## config.mk

```make
export PLATFORM = sky130hd
export DESIGN_NAME = boot_verifier
export DESIGN_NICKNAME = d
export VERILOG_FILES = /design/src/rtl/boot_verifier.sv
export SDC_FILE = /design/constraint.sdc
export NUM_CORES = 1
export LEC_CHECK = 0
export CAP_MARGIN = 20
export CORE_ASPECT_RATIO = 0.7
export CORE_UTILIZATION = 52
export CTS_CLUSTER_SIZE = 14
export DETAILED_ROUTE_END_ITERATION = 16
export PLACE_DENSITY = 0.91
export SETUP_SLACK_MARGIN = 0.5
export SYNTH_ARGS = -nofsm -noshare
export SYNTH_HDL_FRONTEND = slang
export SYNTH_SLANG_ARGS = --single-unit
export TNS_END_PERCENT = 20
```

## constraint.sdc

```tcl
create_clock -name CLK -period 3.6 [get_ports CLK]
set_clock_uncertainty 0.15 [all_clocks]
set_input_delay 0.72 -clock CLK [delete_from_list [all_inputs] [get_ports CLK]]
set_output_delay 0.72 -clock CLK [all_outputs]
set_load 0.02 [all_outputs]
```

## src/rtl/boot_verifier.sv

```systemverilog
// Boot image verifier: after bootstrap, reads back the slice, lookahead and control SRAMs byte by
// byte and compares each byte against the EEPROM source image, recording mismatches.
module boot_verifier #(
    parameter int unsigned SLICE_WORDS     = 65536,
    parameter int unsigned LOOKAHEAD_WORDS = 4096,
    parameter int unsigned CONTROL_WORDS   = 4096
) (
    input  logic        CLK,
    input  logic        N_RST,
    input  logic        START,
    input  logic        N_BOOTED,
    output logic [16:0] EEPROM_ADDR,
    input  logic [7:0]  EEPROM_DATA,
    output logic [1:0]  SRAM_SEL,
    output logic [16:0] SRAM_ADDR,
    output logic        SRAM_N_OE,
    input  logic [7:0]  SRAM_DATA,
    output logic        BUSY,
    output logic        DONE,
    output logic        ERROR,
    output logic [16:0] ERR_ADDR,
    output logic [7:0]  ERR_COUNT
);

    typedef enum logic [1:0] {StIdle, StAddr, StSample, StFinish} state_e;

    localparam logic [1:0] RegSlice = 2'd0;
    localparam logic [1:0] RegLook  = 2'd1;
    localparam logic [1:0] RegCtrl  = 2'd2;
    localparam logic [1:0] RegNone  = 2'd3;

    state_e      state_q, state_d;
    logic [1:0]  region_q, region_d;
    logic [16:0] index_q, index_d;
    logic        error_q, error_d;
    logic [16:0] err_addr_q, err_addr_d;
    logic [7:0]  err_count_q, err_count_d;
    logic        done_q, done_d;

    logic [16:0] cur_addr;
    logic [1:0]  next_region;

    // First non-empty region at or after 'from'; RegNone when none remain.
    function automatic logic [1:0] first_region(input logic [1:0] from);
        if (from == RegSlice && SLICE_WORDS != 0) return RegSlice;
        if (from <= RegLook && LOOKAHEAD_WORDS != 0) return RegLook;
        if (from <= RegCtrl && CONTROL_WORDS != 0) return RegCtrl;
        return RegNone;
    endfunction

    function automatic logic [16:0] region_base(input logic [1:0] r);
        case (r)
            RegLook: return 17'(SLICE_WORDS);
            RegCtrl: return 17'(SLICE_WORDS + LOOKAHEAD_WORDS);
            default: return 17'd0;
        endcase
    endfunction

    function automatic logic [16:0] region_last(input logic [1:0] r);
        case (r)
            RegSlice: return 17'(SLICE_WORDS - 1);
            RegLook:  return 17'(LOOKAHEAD_WORDS - 1);
            RegCtrl:  return 17'(CONTROL_WORDS - 1);
            default:  return 17'd0;
        endcase
    endfunction

    assign cur_addr    = region_base(region_q) + index_q;
    assign next_region = first_region(region_q + 2'd1);

    always_ff @(posedge CLK or negedge N_RST) begin
        if (!N_RST) begin
            state_q     <= StIdle;
            region_q    <= RegSlice;
            index_q     <= 17'd0;
            error_q     <= 1'b0;
            err_addr_q  <= 17'd0;
            err_count_q <= 8'd0;
            done_q      <= 1'b0;
        end else begin
            state_q     <= state_d;
            region_q    <= region_d;
            index_q     <= index_d;
            error_q     <= error_d;
            err_addr_q  <= err_addr_d;
            err_count_q <= err_count_d;
            done_q      <= done_d;
        end
    end

    always_comb begin
        state_d     = state_q;
        region_d    = region_q;
        index_d     = index_q;
        error_d     = error_q;
        err_addr_d  = err_addr_q;
        err_count_d = err_count_q;
        done_d      = done_q;
        EEPROM_ADDR = 17'd0;
        SRAM_SEL    = RegNone;
        SRAM_ADDR   = 17'd0;
        SRAM_N_OE   = 1'b1;
        BUSY        = 1'b0;

        unique case (state_q)
            StIdle: begin
                if (START && !N_BOOTED) begin
                    error_d     = 1'b0;
                    err_addr_d  = 17'd0;
                    err_count_d = 8'd0;
                    done_d      = 1'b0;
                    region_d    = first_region(RegSlice);
                    index_d     = 17'd0;
                    state_d     = (first_region(RegSlice) == RegNone) ? StFinish : StAddr;
                end
            end
            StAddr, StSample: begin
                BUSY        = 1'b1;
                EEPROM_ADDR = cur_addr;
                SRAM_SEL    = region_q;
                SRAM_ADDR   = index_q;
                SRAM_N_OE   = 1'b0;
                if (N_BOOTED) begin
                    state_d = StIdle;
                end else if (state_q == StAddr) begin
                    state_d = StSample;
                end else begin
                    if (EEPROM_DATA != SRAM_DATA) begin
                        error_d = 1'b1;
                        if (!error_q) err_addr_d = cur_addr;
                        if (err_count_q != 8'hFF) err_count_d = err_count_q + 8'd1;
                    end
                    if (index_q == region_last(region_q)) begin
                        index_d  = 17'd0;
                        region_d = next_region;
                        state_d  = (next_region == RegNone) ? StFinish : StAddr;
                    end else begin
                        index_d = index_q + 17'd1;
                        state_d = StAddr;
                    end
                end
            end
            StFinish: begin
                BUSY    = 1'b1;
                done_d  = !N_BOOTED;
                state_d = StIdle;
            end
            default: state_d = StIdle;
        endcase
    end

    assign DONE      = done_q;
    assign ERROR     = error_q;
    assign ERR_ADDR  = err_addr_q;
    assign ERR_COUNT = err_count_q;

endmodule

```

==> insert_results.sql <==
INSERT INTO impl_metrics (metric_group, metric, value, unit) VALUES
('yosys', 'synth.area.top_cells', 'dfrtp_1 40%, ha_1 5.0%, mux2_2 4.8%', ''),
('global_routing', 'grt_usage', '0.245', ''),
('critical_path', 'timing.critical_path.arrival', '2.29', 'ns'),
('timing', 'max_freq', '0.317', 'GHz'),
('critical_path', 'worst_setup_path_end_kind', 'output port', ''),
('pwr', 'total_power', '2.25', 'mW'),
('yosys', 'synth.yosys.seq_area_share', '0.396', ''),
('yosys', 'synth-edff-count', '0', ''),
('place', 'gp_congestion', '0.858', ''),
('yosys', 'netlist-cell-type-count', '51', ''),
('timing', 'timing.final.ws_setup', '0.443', 'ns'),
('critical_path', 'ff2ff_setup_slack', '0.67', 'ns'),
('pwr', 'static-leakage-power', '1.69', 'nW'),
('place', 'placed_cells', '443', ''),
('clock_network', 'ctsRootBufferMaster', 'clkbuf_8', ''),
('yosys', 'postSynthCellCount', '312', ''),
('clock_network', 'max-clock-path-buffers', '2', ''),
('yosys', 'synthesized_area', '3030', 'sq um'),
('timing', 'final.hold.worst_slack', '0.141', 'ns'),
('detailed_routing', 'post_detailed_routing_wire_length', '7.15', 'mm'),
('pwr', 'power.density_cell_area', '571', 'nW/um^2'),
('die', 'die_w', '93.3', 'um'),
('critical_path', 'data_required_time_at_the_worst_endpoint', '2.73', 'ns'),
('yosys', 'synth.cells.most_frequent', '48 x dfrtp_1, 21 x and2_1, 21 x nand2_1, 18 x a21oi_1, 18 x nor2_1', ''),
('global_routing', 'grt_start_max_net_pins', '49', ''),
('final_layout', 'final_cell_area', '3930', 'sq um'),
('timing', 'layout_min_cycle_time', '3.16', 'ns'),
('place', 'place_area', '3790', 'sq um'),
('yosys', 'share_of_flip_flops_with_an_asynchronous_set_or_reset', '1.00', ''),
('clock_network', 'tritoncts.num_buffers', '5', ''),
('critical_path', 'worstPathMaxFanout', '5', ''),
('detailed_routing', 'detail_route.drc_violations', '0', ''),
('final_layout', 'layoutNonFillerInstCount', '453', ''),
('run_status', 'status', 'finished, final reports clean', ''),
('detailed_routing', 'first_iter_violations', '161', ''),
('timing', 'hold_violations', '0', ''),
('final_layout', 'final-seq-area', '1200', 'sq um'),
('final_layout', 'final_util', '0.725', ''),
('clock_network', 'cts_sinks', '48', ''),
('timing', 'worst_slew_margin_rel', '0.320', ''),
('final_layout', 'multi_input_area', '1620', 'sq um'),
('final_layout', 'final.fill_count', '405', ''),
('die', 'core_region_area', '5420', 'sq um'),
('timing', 'setup_tns', '0', 'ns'),
('die', 'io-pin-count', '85', ''),
('critical_path', 'setup.worst_path.start_class', 'flip-flop', ''),
('clock_network', 'clk_transition_reported_paths', '0.09', 'ns'),
('yosys', 'synth_warnings', '0', ''),
('critical_path', 'setup.worst_path.class', 'reg -> out', ''),
('die', 'die_area', '6150', 'sq um'),
('critical_path', 'r2r_start', 'state_q[0]$_DFFE_PN0P_', ''),
('timing', 'unrepaired_setup_endpoints_after_global_routing', 'yes', ''),
('global_routing', 'grt_pass1_vias', '2457', ''),
('place', 'post-place-ws', '0.289', 'ns'),
('final_layout', 'area_growth', '29.7', '%'),
('clock_network', 'cts_tree', 'built', ''),
('final_layout', 'antennaDiodeCount', '0', ''),
('yosys', 'ys_ff_latch', '48', ''),
('yosys', 'post-synth-top-count-cell', 'dfrtp_1', ''),
('detailed_routing', 'wire_per_inst', '15.8', 'um'),
('timing', 'setup_viol', '0', ''),
('clock_network', 'cts.htree.levels', '2', ''),
('critical_path', 'crit_path_start', 'region_q[0]$_DFFE_PN0P_', ''),
('pwr', 'vdd_ir_drop_max', '440', 'uV'),
('yosys', 'synthesis.area_per_instance', '9.72', 'sq um'),
('global_routing', 'grt_first_pass_wirelength', '11.8', 'mm'),
('die', 'floorplan.die.height', '65.9', 'um'),
('clock_network', 'clk-insertion-delay-late', '0.30', 'ns'),
('detailed_routing', 'via_count', '2633', ''),
('timing', 'finalMaxSlewViolations', '0', ''),
('timing', 'final.period_utilization', '0.877', '');
per-layer routing:
| layer | track usage | part of all wire |
|---|---|---|
| met5 | 0 | 0 |
| met4 | 0.0673 | 0.014 |
| met3 | 0.0483 | 0.076 |
| met2 | 0.414 | 0.46 |
| met1 | 0.323 | 0.45 |
final cells by class:
cell class	count	area share
repair buffers	89	0.228
clock buffers	5	0.0175
flip-flops and latches	48	0.305
clock inverters	2	0.00318
multi-input cells	226	0.412
inverters	11	0.0115
well taps	72	0.0229
cell usage in the layout (no fill, tap or decap), drive strengths merged, types with 11 or more instances in the layout:
| cell type | instances |
|---|---|
| a21oi | 18 |
| and2 | 21 |
| clkdlybuf4s50 | 79 |
| dfrtp | 48 |
| ha | 12 |
| mux2 | 20 |
| nand2 | 21 |
| nand3 | 18 |
| nor2 | 18 |
| xnor2 | 11 |
| xor2 | 13 |
registers in the layout, indices dropped and copies added (netlist names):
signal / cells
ERR_ADDR: 17
index_q: 17
ERR_COUNT: 8
region_q: 2
state_q: 2
DONE: 1
ERROR: 1
worst paths after layout:
| path | endpoint | cells after the start |
|---|---|---|
| max | EEPROM_ADDR[15] | 7 |
| min | ERR_ADDR[0]$_DFFE_PN0P_ | 1 |
| max reg2reg | ERR_ADDR[6]$_DFFE_PN0P_ | 6 |
| min reg2reg | ERR_ADDR[1]$_DFFE_PN0P_ | 1 |
| max in group asynchronous | ERR_COUNT[7]$_DFFE_PN0P_ | 2 |
| min in group CLK | ERR_ADDR[1]$_DFFE_PN0P_ | 1 |
what timing repair did:
action	in CTS	in global routing
hold buffers	0	0
gates resized for setup	5	4
setup endpoints to repair	15	15
buffers inserted	2	0
power breakdown:
group          leakage [nW]  switching [mW]  internal, mW
Clock                0.0400           0.178         0.132
Sequential            0.638          0.0969         0.627
Combinational          1.01           0.692         0.521
cells by family (layout without fill, tap and decap cells):
kind of cell             after synthesis  in the layout  synth area share
AO/OA/AOI/OAI                         49             49             0.109
XOR/XNOR                              24             24            0.0693
adder cells (fa/ha/maj)               12             12            0.0495
buffers and inverters                 38            107            0.0751
flip-flops                            48             48             0.396
multiplexers                          22             22            0.0895
AND/OR/NAND/NOR                      119            119             0.212
worst max-delay path, stage by stage, from the launching register on:
cell and delay (ns):
dfrtp_1 0.41, inv_1 0.17, ha_1 0.20, ha_1 0.18, nand3_1 0.10, xor2_1 0.17, nor2_1 0.14, clkdlybuf4s50_1 0.62
Note: power is estimated with default switching activity, not from simulation.
